--- src/rtl/mem_access_pkg.sv ---
// Shared definitions for the multicycle memory access unit: FSM encoding,
// default timeout and address alignment helper.
package mem_access_pkg;

  typedef enum logic [1:0] {
    ST_IDLE = 2'd0,
    ST_BUSY = 2'd1,
    ST_DONE = 2'd2,
    ST_ERR  = 2'd3
  } mau_state_e;

  localparam int unsigned TIMEOUT_DEFAULT = 16;

  function automatic logic [31:0] word_align(input logic [31:0] addr);
    return {addr[31:2], 2'b00};
  endfunction

endpackage

--- src/rtl/mau_wdog.sv ---
// BUSY wait counter: counts from 0 while enabled and flags when the
// TIMEOUT-1 limit has been reached.
module mau_wdog
  import mem_access_pkg::*;
#(
  parameter int unsigned TIMEOUT = TIMEOUT_DEFAULT
) (
  input  logic clk,
  input  logic rst_n,
  input  logic clear,
  input  logic enable,
  output logic expired
);

  localparam int unsigned CNT_W = (TIMEOUT > 1) ? $clog2(TIMEOUT) : 1;
  localparam logic [CNT_W-1:0] LIMIT = CNT_W'(TIMEOUT - 1);

  logic [CNT_W-1:0] cnt_q, cnt_d;

  assign expired = (cnt_q == LIMIT);

  always_comb begin
    cnt_d = cnt_q;
    if (clear) begin
      cnt_d = '0;
    end else if (enable && !expired) begin
      cnt_d = cnt_q + CNT_W'(1);
    end
  end

  always_ff @(posedge clk or negedge rst_n) begin
    if (!rst_n) begin
      cnt_q <= '0;
    end else begin
      cnt_q <= cnt_d;
    end
  end

endmodule

--- src/rtl/mem_access_unit.sv ---
// Memory access unit: turns controller MemRead/MemWrite strobes into a
// req/ack memory transaction and stalls the controller until it completes.
//
// state | meaning
// IDLE  | waiting for mem_read/mem_write; request latched on detect
// BUSY  | mem_req held, waiting for mem_ack under watchdog
// DONE  | one cycle, ir/mdr valid, stall released
// ERR   | no ack within TIMEOUT cycles; sticky until reset
module mem_access_unit
  import mem_access_pkg::*;
#(
  parameter int unsigned TIMEOUT = TIMEOUT_DEFAULT
) (
  input  logic        clk,
  input  logic        rst_n,
  input  logic        mem_read,
  input  logic        mem_write,
  input  logic        ir_write,
  input  logic        iord,
  input  logic [31:0] pc,
  input  logic [31:0] alu_out,
  input  logic [31:0] store_data,
  input  logic [31:0] mem_rdata,
  input  logic        mem_ack,
  output logic        mem_req,
  output logic        mem_we,
  output logic [31:0] mem_addr,
  output logic [31:0] mem_wdata,
  output logic [31:0] ir,
  output logic [31:0] mdr,
  output logic        stall,
  output logic        err
);

  mau_state_e  state_q, state_d;
  logic [31:0] addr_q, addr_d;
  logic [31:0] wdata_q, wdata_d;
  logic [31:0] ir_q, ir_d;
  logic [31:0] mdr_q, mdr_d;
  logic        we_q, we_d;
  logic        dest_q, dest_d;
  logic        access_req;
  logic        take_req;
  logic        ack_hit;
  logic        expired;

  assign access_req = mem_read | mem_write;
  assign take_req   = (state_q == ST_IDLE) && access_req;
  assign ack_hit    = (state_q == ST_BUSY) && mem_ack;

  mau_wdog #(.TIMEOUT(TIMEOUT)) u_wdog (
    .clk     (clk),
    .rst_n   (rst_n),
    .clear   (state_q != ST_BUSY),
    .enable  ((state_q == ST_BUSY) && !mem_ack),
    .expired (expired)
  );

  always_ff @(posedge clk or negedge rst_n) begin
    if (!rst_n) begin
      state_q <= ST_IDLE;
      addr_q  <= '0;
      wdata_q <= '0;
      ir_q    <= '0;
      mdr_q   <= '0;
      we_q    <= 1'b0;
      dest_q  <= 1'b0;
    end else begin
      state_q <= state_d;
      addr_q  <= addr_d;
      wdata_q <= wdata_d;
      ir_q    <= ir_d;
      mdr_q   <= mdr_d;
      we_q    <= we_d;
      dest_q  <= dest_d;
    end
  end

  always_comb begin
    state_d = state_q;
    unique case (state_q)
      ST_IDLE: if (access_req) state_d = ST_BUSY;
      ST_BUSY: begin
        // ack on the limit cycle still completes the access
        if (mem_ack)      state_d = ST_DONE;
        else if (expired) state_d = ST_ERR;
      end
      ST_DONE: state_d = ST_IDLE;
      ST_ERR:  state_d = ST_ERR;
      default: state_d = ST_IDLE;
    endcase
  end

  always_comb begin
    addr_d  = addr_q;
    wdata_d = wdata_q;
    we_d    = we_q;
    dest_d  = dest_q;
    ir_d    = ir_q;
    mdr_d   = mdr_q;
    if (take_req) begin
      addr_d  = word_align(iord ? alu_out : pc);
      wdata_d = store_data;
      we_d    = mem_write;
      dest_d  = ir_write;
    end
    // writes never load IR/MDR, even when mem_read was also asserted
    if (ack_hit && !we_q) begin
      if (dest_q) ir_d  = mem_rdata;
      else        mdr_d = mem_rdata;
    end
  end

  always_comb begin
    mem_req = (state_q == ST_BUSY);
    mem_we  = (state_q == ST_BUSY) && we_q;
    err     = (state_q == ST_ERR);
    stall   = take_req || (state_q == ST_BUSY) || (state_q == ST_ERR);
  end

  assign mem_addr  = addr_q;
  assign mem_wdata = wdata_q;
  assign ir        = ir_q;
  assign mdr       = mdr_q;

endmodule

--- config.mk ---
export PLATFORM = sky130hd
export DESIGN_NAME = mem_access_unit
export DESIGN_NICKNAME = d
export VERILOG_FILES = /design/src/rtl/mem_access_pkg.sv /design/src/rtl/mau_wdog.sv /design/src/rtl/mem_access_unit.sv
export SDC_FILE = /design/constraint.sdc
export NUM_CORES = 1
export LEC_CHECK = 0
export CORE_MARGIN = 1.5
export CORE_UTILIZATION = 45
export CTS_BUF_LIST = sky130_fd_sc_hd__clkbuf_4 sky130_fd_sc_hd__clkbuf_8
export DETAILED_ROUTE_END_ITERATION = 12
export GPL_ROUTABILITY_DRIVEN = 1
export HOLD_SLACK_MARGIN = 0.05
export PLACE_DENSITY = 0.88
export SLEW_MARGIN = 5
export SYNTH_ARGS = -nofsm -noshare
export SYNTH_HDL_FRONTEND = slang
export SYNTH_SLANG_ARGS = --single-unit
--- constraint.sdc ---
create_clock -name clk -period 3.7 [get_ports clk]
set_clock_uncertainty 0.2 [all_clocks]
set_input_delay 0.74 -clock clk [delete_from_list [all_inputs] [get_ports clk]]
set_output_delay 0.74 -clock clk [all_outputs]
set_load 0.02 [all_outputs]
Yosys cells after proc, flatten, opt, wreduce, memory -nomap -nowiden

Index checks and enable logic that the tools add are counted.

Logic and storage cells: 41
Input port bits: 135
Register bits after elaboration: 134

Equality and inequality tests: 7
Bitwise gates (word level): 2
Add/sub/neg operators: 1
Reductions and logical operators: 16
Multiplexer cells: 7

Operator list:

| kind                                                   | count |
|---|---|
| 2-to-1 mux 32 bit                                      | 1 |
| 2-to-1 mux 4 bit                                       | 2 |
| case mux 2 bit (4 select lines)                        | 1 |
| logical AND 1 bit                                      | 6 |
| 2-to-1 mux 2 bit                                       | 3 |
| AND reduction 2 bit                                    | 3 |
| adder 4 x 1 -> 4 bit (second input constant)           | 1 |
| equality test 2 bit (second input constant)            | 2 |
| equality test 4 bit (second input constant)            | 1 |
| logical NOT 1 bit                                      | 3 |
| inequality test 3 x 2 -> 1 bit (second input constant) | 1 |
| equality test 2 x 1 -> 1 bit (second input constant)   | 1 |
| logical NOT 2 bit                                      | 1 |
| logical OR 1 bit                                       | 2 |
| inequality test 2 x 1 -> 1 bit (second input constant) | 1 |
| inequality test 2 bit (second input constant)          | 1 |
| nonzero test 2 bit                                     | 1 |
| NOT 1 bit                                              | 1 |
| bitwise OR 1 bit                                       | 1 |

Longest topological paths before layout

Gate-level depths: netlist (run 1).

Word-level depth: 5
Gate-level depth with buffers: 5
Mapped depth without buffers: 4

Hierarchy

Synthesis (run 1) repeated with hierarchy kept, for this count alone.

Cell total of the unflattened synthesis: 341
Area, all modules: 5,477.8 sq um

By module, submodules not included:

| module          | cells an instance | area each (sq um) | instances |
|---|---|---|---|
| mem_access_unit | 321               | 5,248.8           | 1 |
| mau_wdog        | 20                | 229.0             | 1 |

Least setup slack after synthesis (run 1)

Ideal clock, no wire load.

Path kind: input -> output
From: input port mem_write
To: output port stall
Setup slack: 1.175 ns
Buffers on the path: 2
Stages: 4
Arrival: 1.585 ns
Path through: o21a_1 > buf_2 > buf_2 > or2_2

Longest elaborated chain between the ends: 4

Ends and longest elaborated chain:

| element                       | RTL line               | RTL |
|---|---|---|
| from (decl)                   | mem_access_unit.sv:17  | `input logic mem_write,` |
| bitwise OR 1 bit              | mem_access_unit.sv:47  | `assign access_req = mem_read \| mem_write;` |
| logical AND 1 bit             | mem_access_unit.sv:48  | `assign take_req = (state_q == ST_IDLE) && access_req;` |
| logical OR 1 bit (2 in a row) | mem_access_unit.sv:118 | `stall = take_req \|\| (state_q == ST_BUSY) \|\| (state_q == ST_ERR);` |
| to (decl)                     | mem_access_unit.sv:31  | `output logic stall,` |

No other way between the ends.

Final worst setup path (run 1)

Same ends and word-level chain as after synthesis.

==> impl_metrics.tcl, run 1 <==
set metrics [dict create \
    status "completed" \
    reg2reg_to "mem_wdata[7]" \
    drive_above_1_share_pct 31.83 \
    top_layer_used "met4" \
    ys_dominant_reg_cell "dfrtp_1" \
    fin_crit_sh_pct 86.07 \
    holdBufCountCts 0 \
    ant_nets 0 \
    clock_sinks 134 \
    finalWirelength_mm 13.92 \
    finalSetupViolCount 0 \
    max_freq_ghz 0.3140 \
    yosysMostFrequentCell "mux2_2" \
    grt_pass1_vias 4461 \
    synth_top_area_share_pct 61.64 \
    wl_met2_mm 7.129 \
    crit_arrival_ns 2.24 \
    nNetsFinal 742 \
    htreeDepth 4 \
    crit_start "mem_write" \
    critical_path.endpoint "stall" \
    endpoint_kind "output port" \
    die_w_um 113.0 \
    crit_type "in -> out" \
    dr.pass1.iters 4 \
    gp_congestion 0.7252 \
    gr-total-overflow 0 \
    ys_seq_area_share_pct 61.64 \
    port_buffers 260 \
    rsz0062_at_grt "no" \
    drv_cap 0 \
    grt_pass1_wl_mm 22.56 \
    drtIter0Drc 113 \
    cts_setup_buffers 0 \
    slew_headroom_pct 47.37 \
    cts_resized 0 \
    fp-row-count 39 \
    worstRegToRegCells 4 \
    synthCells 339 \
    hold_path.class "in -> async" \
    syn-cell-area_um2 5440 \
    fin_util_pct 73.64 \
    grt_usage_pct 22.97 \
    ys_async_sr_fraction_pct 100.0 \
    num_io_pins 267 \
    synth_area_per_cell_um2 16.05 \
    pwr_density_cell_nw_per_um2 889.2 \
    start_kind "input pin" \
    synth.distinct_cells 30 \
    antenna_found_initial 0 \
    ir_drop_uv 564.7 \
    synth_commonest_cells "mux2_2, dfrtp_1, buf_2" \
    clk_latency_ns 0.42 \
    hold_viol 0 \
    synth_edf_count 0 \
    setup_slack_ns 0.5154 \
    synth_warnings 0 \
    slew_viol_final 0 \
    worstPathMaxFanout 2 \
    via_per_inst 5.045 \
    grt_max_degree 84 \
    cts_root_buffer "clkbuf_8" \
    vias 3844 \
    wl_met1_mm 5.091 \
    fin_crit_ns 3.185 \
    pre_cts_ws_ns 0.5254 \
    die_area_um2 12760 \
    die_h_um 113.0 \
    wl_met3_mm 1.039 \
    initial_utilization_pct 46.84 \
    numCtsBuffers 17 \
    tightest_slew_ns 0.7894 \
    synth_seq_cells 134 \
    path_clk_slew_ns 0.09 \
    cts_tree "done" \
    cts_buffer_depth 2 \
    worstReg2RegStart "state_q[0]" \
    hpwl_mm 10.36 \
    area_growth_pct 57.20 \
    crit_required_ns 2.76 \
    diodes 0 \
    leakage_nw 3.552 \
    finalSetupTns_ns 0 \
    wire_per_inst_um 18.27 \
    coreArea_um2 11610 \
    synth_area_leader_cell "dfrtp_1" \
    drc_errors 0 \
    synthTopCellsByArea "dfrtp_1, mux2_2, mux2_1" \
    r2r_slack_ns 1.52 \
]
## worst min path at each step
stage	start	to	slack [ns]	depth (start not counted)
after CTS	rst_n	ir[12]	0.14	1
after floorplan	rst_n	dest_q	0.24	0
after detailed placement	mdr[20]	mdr[20]	0.29	1
after global placement	mdr[15]	mdr[15]	0.27	1
final	rst_n	ir[9]	0.13	1
after global routing	rst_n	mdr[9]	0.15	1
## layer usage
metal  vias up  GRT usage [%]
li1       1750              -
met1      1878          24.36
met2       170          40.28
met3        46          7.552
met4         0          13.08
met5         -              0
## cells in the final DEF (no fill, tap or decap), types with 2 or more instances in the layout
| cell type | n |
|---|---|
| clkdlybuf4s50_1 | 259 |
| inv_6 | 5 |
| mux2_1 | 5 |
| and2_1 | 2 |
| buf_4 | 5 |
| conb_1 | 2 |
| clkinv_4 | 4 |
| nor2_1 | 2 |
| nand2_1 | 3 |
| dfrtp_1 | 134 |
| mux2_2 | 152 |
| a21oi_1 | 3 |
| clkinvlp_4 | 2 |
| clkbuf_8 | 18 |
## worst max-delay path, cell delays in order
cell and delay (ns):
clkdlybuf4s50_1 0.42, o21a_2 0.22, or2_2 0.27, clkdlybuf4s50_1 0.59
## kinds of logic (layout without fill, tap and decap cells)
kind of cell	count (synthesis)	after routing	share of synthesized area, %
xor+xnor	1	1	0.1610
buf+inv	20	299	2.162
fa+ha+maj	1	1	0.2300
mux	157	157	32.50
flops	134	134	61.64
other cells	1	2	0.06893
compound gates	10	10	1.242
simple gates	15	15	2.001
## cell type report
cell class	instances	area, µm²
sequential	134	3353
fill	789	3062
timing repair buffer	265	2650
multi-input combinational	186	1974
clock buffer	18	247.7
tap	143	178.9
clock inverter	14	140.1
inverter	2	7.507
## per-stage QoR
stage | hold WS [ns] | cells | total power (W) | instance area, µm²
after CTS | 0.1369 | 762 | 0.007695 | 8552
final | 0.1344 | 762 | 0.007604 | 8552
after global placement | 0.2703 | 730 | 0.006335 | 8164
after global routing | 0.1533 | 762 | 0.008008 | 8552
after detailed placement | 0.2873 | 730 | 0.006482 | 8164
after floorplan | 0.2444 | 340 | 0.004546 | 5444
## flip-flops by register name (all words and copies together) (netlist names)
| register | flops |
|---|---|
| ir | 32 |
| mdr | 32 |
| mem_wdata | 32 |
| mem_addr | 30 |
| u_wdog.cnt_q | 4 |
| state_q | 2 |
| dest_q | 1 |
| we_q | 1 |
## power by group
| group | switching [W] | internal (W) | leakage [nW] | total [W] |
|---|---|---|---|---|
| registers | 0.000396 | 0.00219 | 1.61 | 0.00259 |
| logic | 0.00177 | 0.00207 | 1.75 | 0.00384 |
| clock network | 0.000608 | 0.000567 | 0.193 | 0.00117 |
| total | 0.00277 | 0.00483 | 3.55 | 0.00760 |
No activity file was read; power rests on OpenSTA's default activity.
==> run 2, diff against run 1 <==
Settings changed: CORE_UTILIZATION 45 to 30, CTS_BUF_LIST sky130_fd_sc_hd__clkbuf_4 sky130_fd_sc_hd__clkbuf_8 to sky130_fd_sc_hd__clkbuf_8, PLACE_DENSITY 0.88 to 0.63, REMOVE_ABC_BUFFERS set to 1.
==> run 2 against run 1 <==
Clock power grew 6%. Combinational power hardly changed. Count of clock-buffer cells in the layout unchanged. Flip-flop and latch count unchanged. Worst setup slack better by 0.053 ns. Final cell count rose by 12%. Routed wire length fell by 1.2%. Largest power group unchanged.
==> impl_metrics.tcl, run 2 (same netlist as run 1, synthesis figures left out) <==
set metrics [dict create \
    status "completed" \
    dpl_cell_area_um2 8285 \
    diodes 0 \
    clock_sinks 134 \
    slew_viol_final 0 \
    clock_power_share_pct 16.3 \
    layout_common_cells "clkdlybuf4s50_1, mux2_2, dfrtp_1" \
    finalSetupViolCount 0 \
    max_freq_ghz 0.3194 \
    hpwl_mm 10.01 \
    cts_buffer_depth 2 \
    num_io_pins 267 \
    drtIter0Drc 63 \
    nFillCells 1536 \
    tightest_slew_ns 0.8466 \
    numCtsBuffers 17 \
    cts_setup_buffers 0 \
    fp-row-count 49 \
    final_common_cell "clkdlybuf4s50_1" \
    clk_latency_ns 0.42 \
    pwr-share-comb_pct 49.9 \
    leakage_nw 3.580 \
    start_kind "input pin" \
    crit_buf_inv 2 \
    via_per_inst 4.467 \
    grt_pass1_wl_mm 20.50 \
    dr.pass1.iters 4 \
    top_layer_used "met4" \
    swShare_pct 35.13 \
    nNetsFinal 745 \
    ant_nets 0 \
    die_area_um2 18950 \
    hold_viol 0 \
    critical_path.cell_chain "clkdlybuf4s50_1, o21a_2, or2_2, clkdlybuf4s50_1" \
    wl_met3_mm 1.936 \
    crit_required_ns 2.76 \
    critPathTopFamily "buffers and inverters" \
    die_w_um 137.7 \
    slew_headroom_pct 43.56 \
    finalWirelength_mm 13.75 \
    endpoint_kind "output port" \
    grt_max_degree 65 \
    wl_met1_mm 5.115 \
    wire_per_inst_um 16.18 \
    pwr_density_cell_nw_per_um2 878.2 \
    cts_resized 0 \
    path_common_cell "clkdlybuf4s50_1" \
    path_clk_slew_ns 0.08 \
    cts_tree "done" \
    gr-total-overflow 0 \
    pwr-share-seq_pct 33.8 \
    grt_pass1_vias 4042 \
    drc_errors 0 \
    crit_arrival_ns 2.19 \
    port_buffers 260 \
    finalSetupTns_ns 0 \
    grt_usage_pct 14.41 \
    coreArea_um2 17900 \
    worstPathMaxFanout 2 \
    fin_crit_sh_pct 84.63 \
    p_switching_w 0.002681 \
    gp_congestion 0.7096 \
    drive_above_1_share_pct 31.88 \
    crit_type "in -> out" \
    holdBufCountCts 0 \
    initial_utilization_pct 30.39 \
    fin_crit_ns 3.131 \
    wl_met2_mm 6.535 \
    htreeDepth 4 \
    drv_cap 0 \
    antenna_found_initial 0 \
    critPathMaxStageDelay_ns 0.53 \
    cts_root_buffer "clkbuf_8" \
    hold_path.class "in -> async" \
    ir_drop_uv 452.2 \
    cp_slowest_cell "clkdlybuf4s50_1" \
    internal_power_w 0.004950 \
    area_growth_pct 59.73 \
    rsz0062_at_grt "no" \
    die_h_um 137.7 \
    post-route-cell-area_um2 8690 \
    vias 3797 \
]
-- run 2: power groups by stage --
stage / Sequential [W] / Clock [W] / Combinational [W]
final: 0.00258 / 0.00124 / 0.00381
after global routing: 0.00269 / 0.00137 / 0.00404
after CTS: 0.00259 / 0.00130 / 0.00387
after detailed placement: 0.00261 / 0 / 0.00386
after global placement: 0.00257 / 0 / 0.00381
after floorplan: 0.00344 / 0 / 0.00108
-- run 2: worst reg2reg max path, delay by kind of cell (launching register included) --
family	cells	cell delay (ns)
buf+inv	1	0.64
mux	1	0.49
flops	1	0.44
simple gates	1	0.19
compound gates	1	0.17
-- run 2: final cells by class --
class | count | area [µm²] | area share (%)
sequential | 134 | 3353 | 38.59
multi-input combinational | 186 | 1974 | 22.72
inverter | 2 | 7.507 | 0.08639
tap | 229 | 286.5 | 3.297
clock inverter | 13 | 156.4 | 1.800
clock buffer | 18 | 247.7 | 2.851
timing repair buffer | 268 | 2664 | 30.66
-- run 2: path summary, 6_finish.rpt --
kind,start,end,slack (ns),cells after the start
min in group clk,mdr[30],mdr[30],0.30,1
min reg2reg,mdr[30],mdr[30],0.30,1
max,mem_write,stall,0.57,4
max in group asynchronous,rst_n,ir[20],2.44,2
max reg2reg,state_q[0],mem_addr[24],1.45,4
min,rst_n,mdr[17],0.09,1
-- run 2: metrics by stage --
stage	power (W)	cells	setup WS [ns]	hold WS, ns	utilization (%)
floorplan	0.004523	322	0.1722	0.2444	-
global placement	0.006385	819	0.5686	0.2669	46.28
detailed placement	0.006462	819	0.5672	0.2806	46.28
CTS	0.007764	850	0.5604	0.07198	48.54
global route	0.008098	850	0.5054	0.08270	48.54
finish	0.007631	850	0.5688	0.08624	48.54
-- run 2: routing by layer --
layer	vias to the layer above	global-route usage, %
met2	195	24.17
met3	9	8.646
li1	1747	-
met4	0	4.678
met1	1846	14.95
met5	-	0
==> run 3, diff against run 2 <==
Clock period 3.7 ns to 3.2 ns, I/O delays scaled along.
==> run 3 against run 2 <==
Worst setup slack got worse by 0.30 ns. Non-clock buffer count rose by 1. Clock power barely moved. Worst hold slack improved by 0.22 ns. Die area did not move. Critical endpoint unchanged.
==> impl_metrics.tcl, run 3 (same netlist as run 1, synthesis figures left out) <==
set metrics [dict create \
    drive_above_1_share_pct 31.94 \
    grt_pass1_wl_mm 20.58 \
    initial_utilization_pct 30.39 \
    fin_util_pct 48.32 \
    grt_pass1_vias 4001 \
    rsz0062_at_grt "no" \
    finalWirelength_mm 13.77 \
    diodes 0 \
    status "completed" \
    clk_latency_ns 0.42 \
    coreArea_um2 17900 \
    endpoint_kind "output port" \
    dr.pass1.iters 4 \
    fin_cells 852 \
    clock_sinks 134 \
    layout_common_cells "clkdlybuf4s50_1, mux2_2, dfrtp_1" \
    clock_power_share_pct 14.2 \
    hold_viol 0 \
    path_clk_slew_ns 0.08 \
    cts_root_buffer "clkbuf_8" \
    nNetsFinal 746 \
    swShare_pct 36.48 \
    cts_buffer_depth 2 \
    hold_path.class "reg -> reg" \
    p_switching_w 0.003146 \
    dpl_cell_area_um2 8298 \
    max_freq_ghz 0.3408 \
    post-route-cell-area_um2 8650 \
    cts_resized 0 \
    fp-row-count 49 \
    drtIter0Drc 81 \
    final_common_cell "clkdlybuf4s50_1" \
    internal_power_w 0.005477 \
    slew_viol_final 0 \
    numCtsBuffers 17 \
    start_kind "input pin" \
    antenna_found_initial 0 \
    finalSetupTns_ns 0 \
    slew_headroom_pct 43.90 \
    pwr-share-seq_pct 34.6 \
    area_growth_pct 58.99 \
    die_w_um 137.7 \
    placed_cells_incl_taps 819 \
    hpwl_mm 9.848 \
    die_area_um2 18950 \
    cts_setup_buffers 0 \
    pwr-share-comb_pct 51.1 \
    cts_tree "done" \
    gr-total-overflow 0 \
    worstPathMaxFanout 2 \
    gp_congestion 0.7097 \
    num_io_pins 267 \
    ant_nets 0 \
    die_h_um 137.7 \
    tightest_slew_ns 0.8414 \
    leakage_nw 3.539 \
    pwr_density_cell_nw_per_um2 996.9 \
    crit_arrival_ns 2.09 \
    drc_errors 0 \
    finalSetupViolCount 0 \
    grt_usage_pct 14.42 \
    crit_required_ns 2.36 \
    grt_max_degree 67 \
    port_buffers 260 \
    fin_crit_sh_pct 91.70 \
    fin_crit_ns 2.934 \
    wire_per_inst_um 16.16 \
    vias 3760 \
    crit_type "in -> out" \
    drv_cap 0 \
    holdBufCountCts 1 \
    htreeDepth 4 \
    ir_drop_uv 554.6 \
    via_per_inst 4.413 \
]
[run 3: cell count changes in the layout (fill, tap and decap cells not counted), sizes merged]
cell	delta
clkinvlp	+5
bufinv	-3
clkbuf	-1
clkinv	-1
dlygate4sd3	+1
inv	+1
[run 3: worst paths after layout]
check                                   to  cells after the start  slack [ns]  startpoint
max in group asynchronous  u_wdog.cnt_q[0]                      3        1.47       rst_n
min                                mdr[20]                      1        0.31     mdr[20]
min in group asynchronous          mdr[25]                      2        0.57       rst_n
max reg2reg                   mem_addr[16]                      4        0.98  state_q[0]
min reg2reg                        mdr[20]                      1        0.31     mdr[20]
max                                  stall                      4        0.27   mem_write
[run 3: power by group through the flow]
| stage | Combinational [W] | Clock [W] | Sequential [W] |
|---|---|---|---|
| detailed placement | 0.00445 | 0 | 0.00301 |
| global placement | 0.00441 | 0 | 0.00298 |
| CTS | 0.00447 | 0.00129 | 0.00300 |
| finish | 0.00441 | 0.00123 | 0.00299 |
| global route | 0.00466 | 0.00138 | 0.00310 |
| floorplan | 0.00125 | 0 | 0.00398 |
[run 3: area by class of cell]
| class | count | area (µm²) |
|---|---|---|
| Timing Repair Buffer | 269 | 2686 |
| Tap cell | 229 | 286.5 |
| Multi-Input combinational cell | 186 | 1974 |
| Inverter | 2 | 7.507 |
| Sequential cell | 134 | 3353 |
| Clock inverter | 15 | 107.6 |
| Fill cell | 1559 | 9253 |
| Clock buffer | 17 | 234.0 |
[run 3: metal layers]
| metal | up-vias | part of all wire, % | wire length (µm) | global-route usage, % |
|---|---|---|---|---|
| met1 | 1810 | 39 | 5375 | 15.71 |
| li1 | 1753 | - | - | - |
| met3 | 7 | 14 | 1888 | 8.683 |
| met2 | 190 | 46 | 6380 | 23.28 |
| met5 | - | 0 | 0 | 0 |
| met4 | 0 | 0.90 | 124 | 4.737 |
[run 3: stage by stage]
step | power, W | hold slack (ns) | worst slack [ns]
after global placement | 0.007385 | 0.2691 | 0.2734
after detailed placement | 0.007463 | 0.2850 | 0.2721
final | 0.008622 | 0.3076 | 0.2657
after floorplan | 0.005229 | 0.1444 | -0.1278
after global routing | 0.009140 | 0.3267 | 0.2224
after CTS | 0.008761 | 0.3098 | 0.2651
[run 3: worst max-delay path: stages]
cell	delay, ns
clkdlybuf4s50_1	0.43
o21a_2	0.22
or2_2	0.27
clkdlybuf4s50_1	0.53
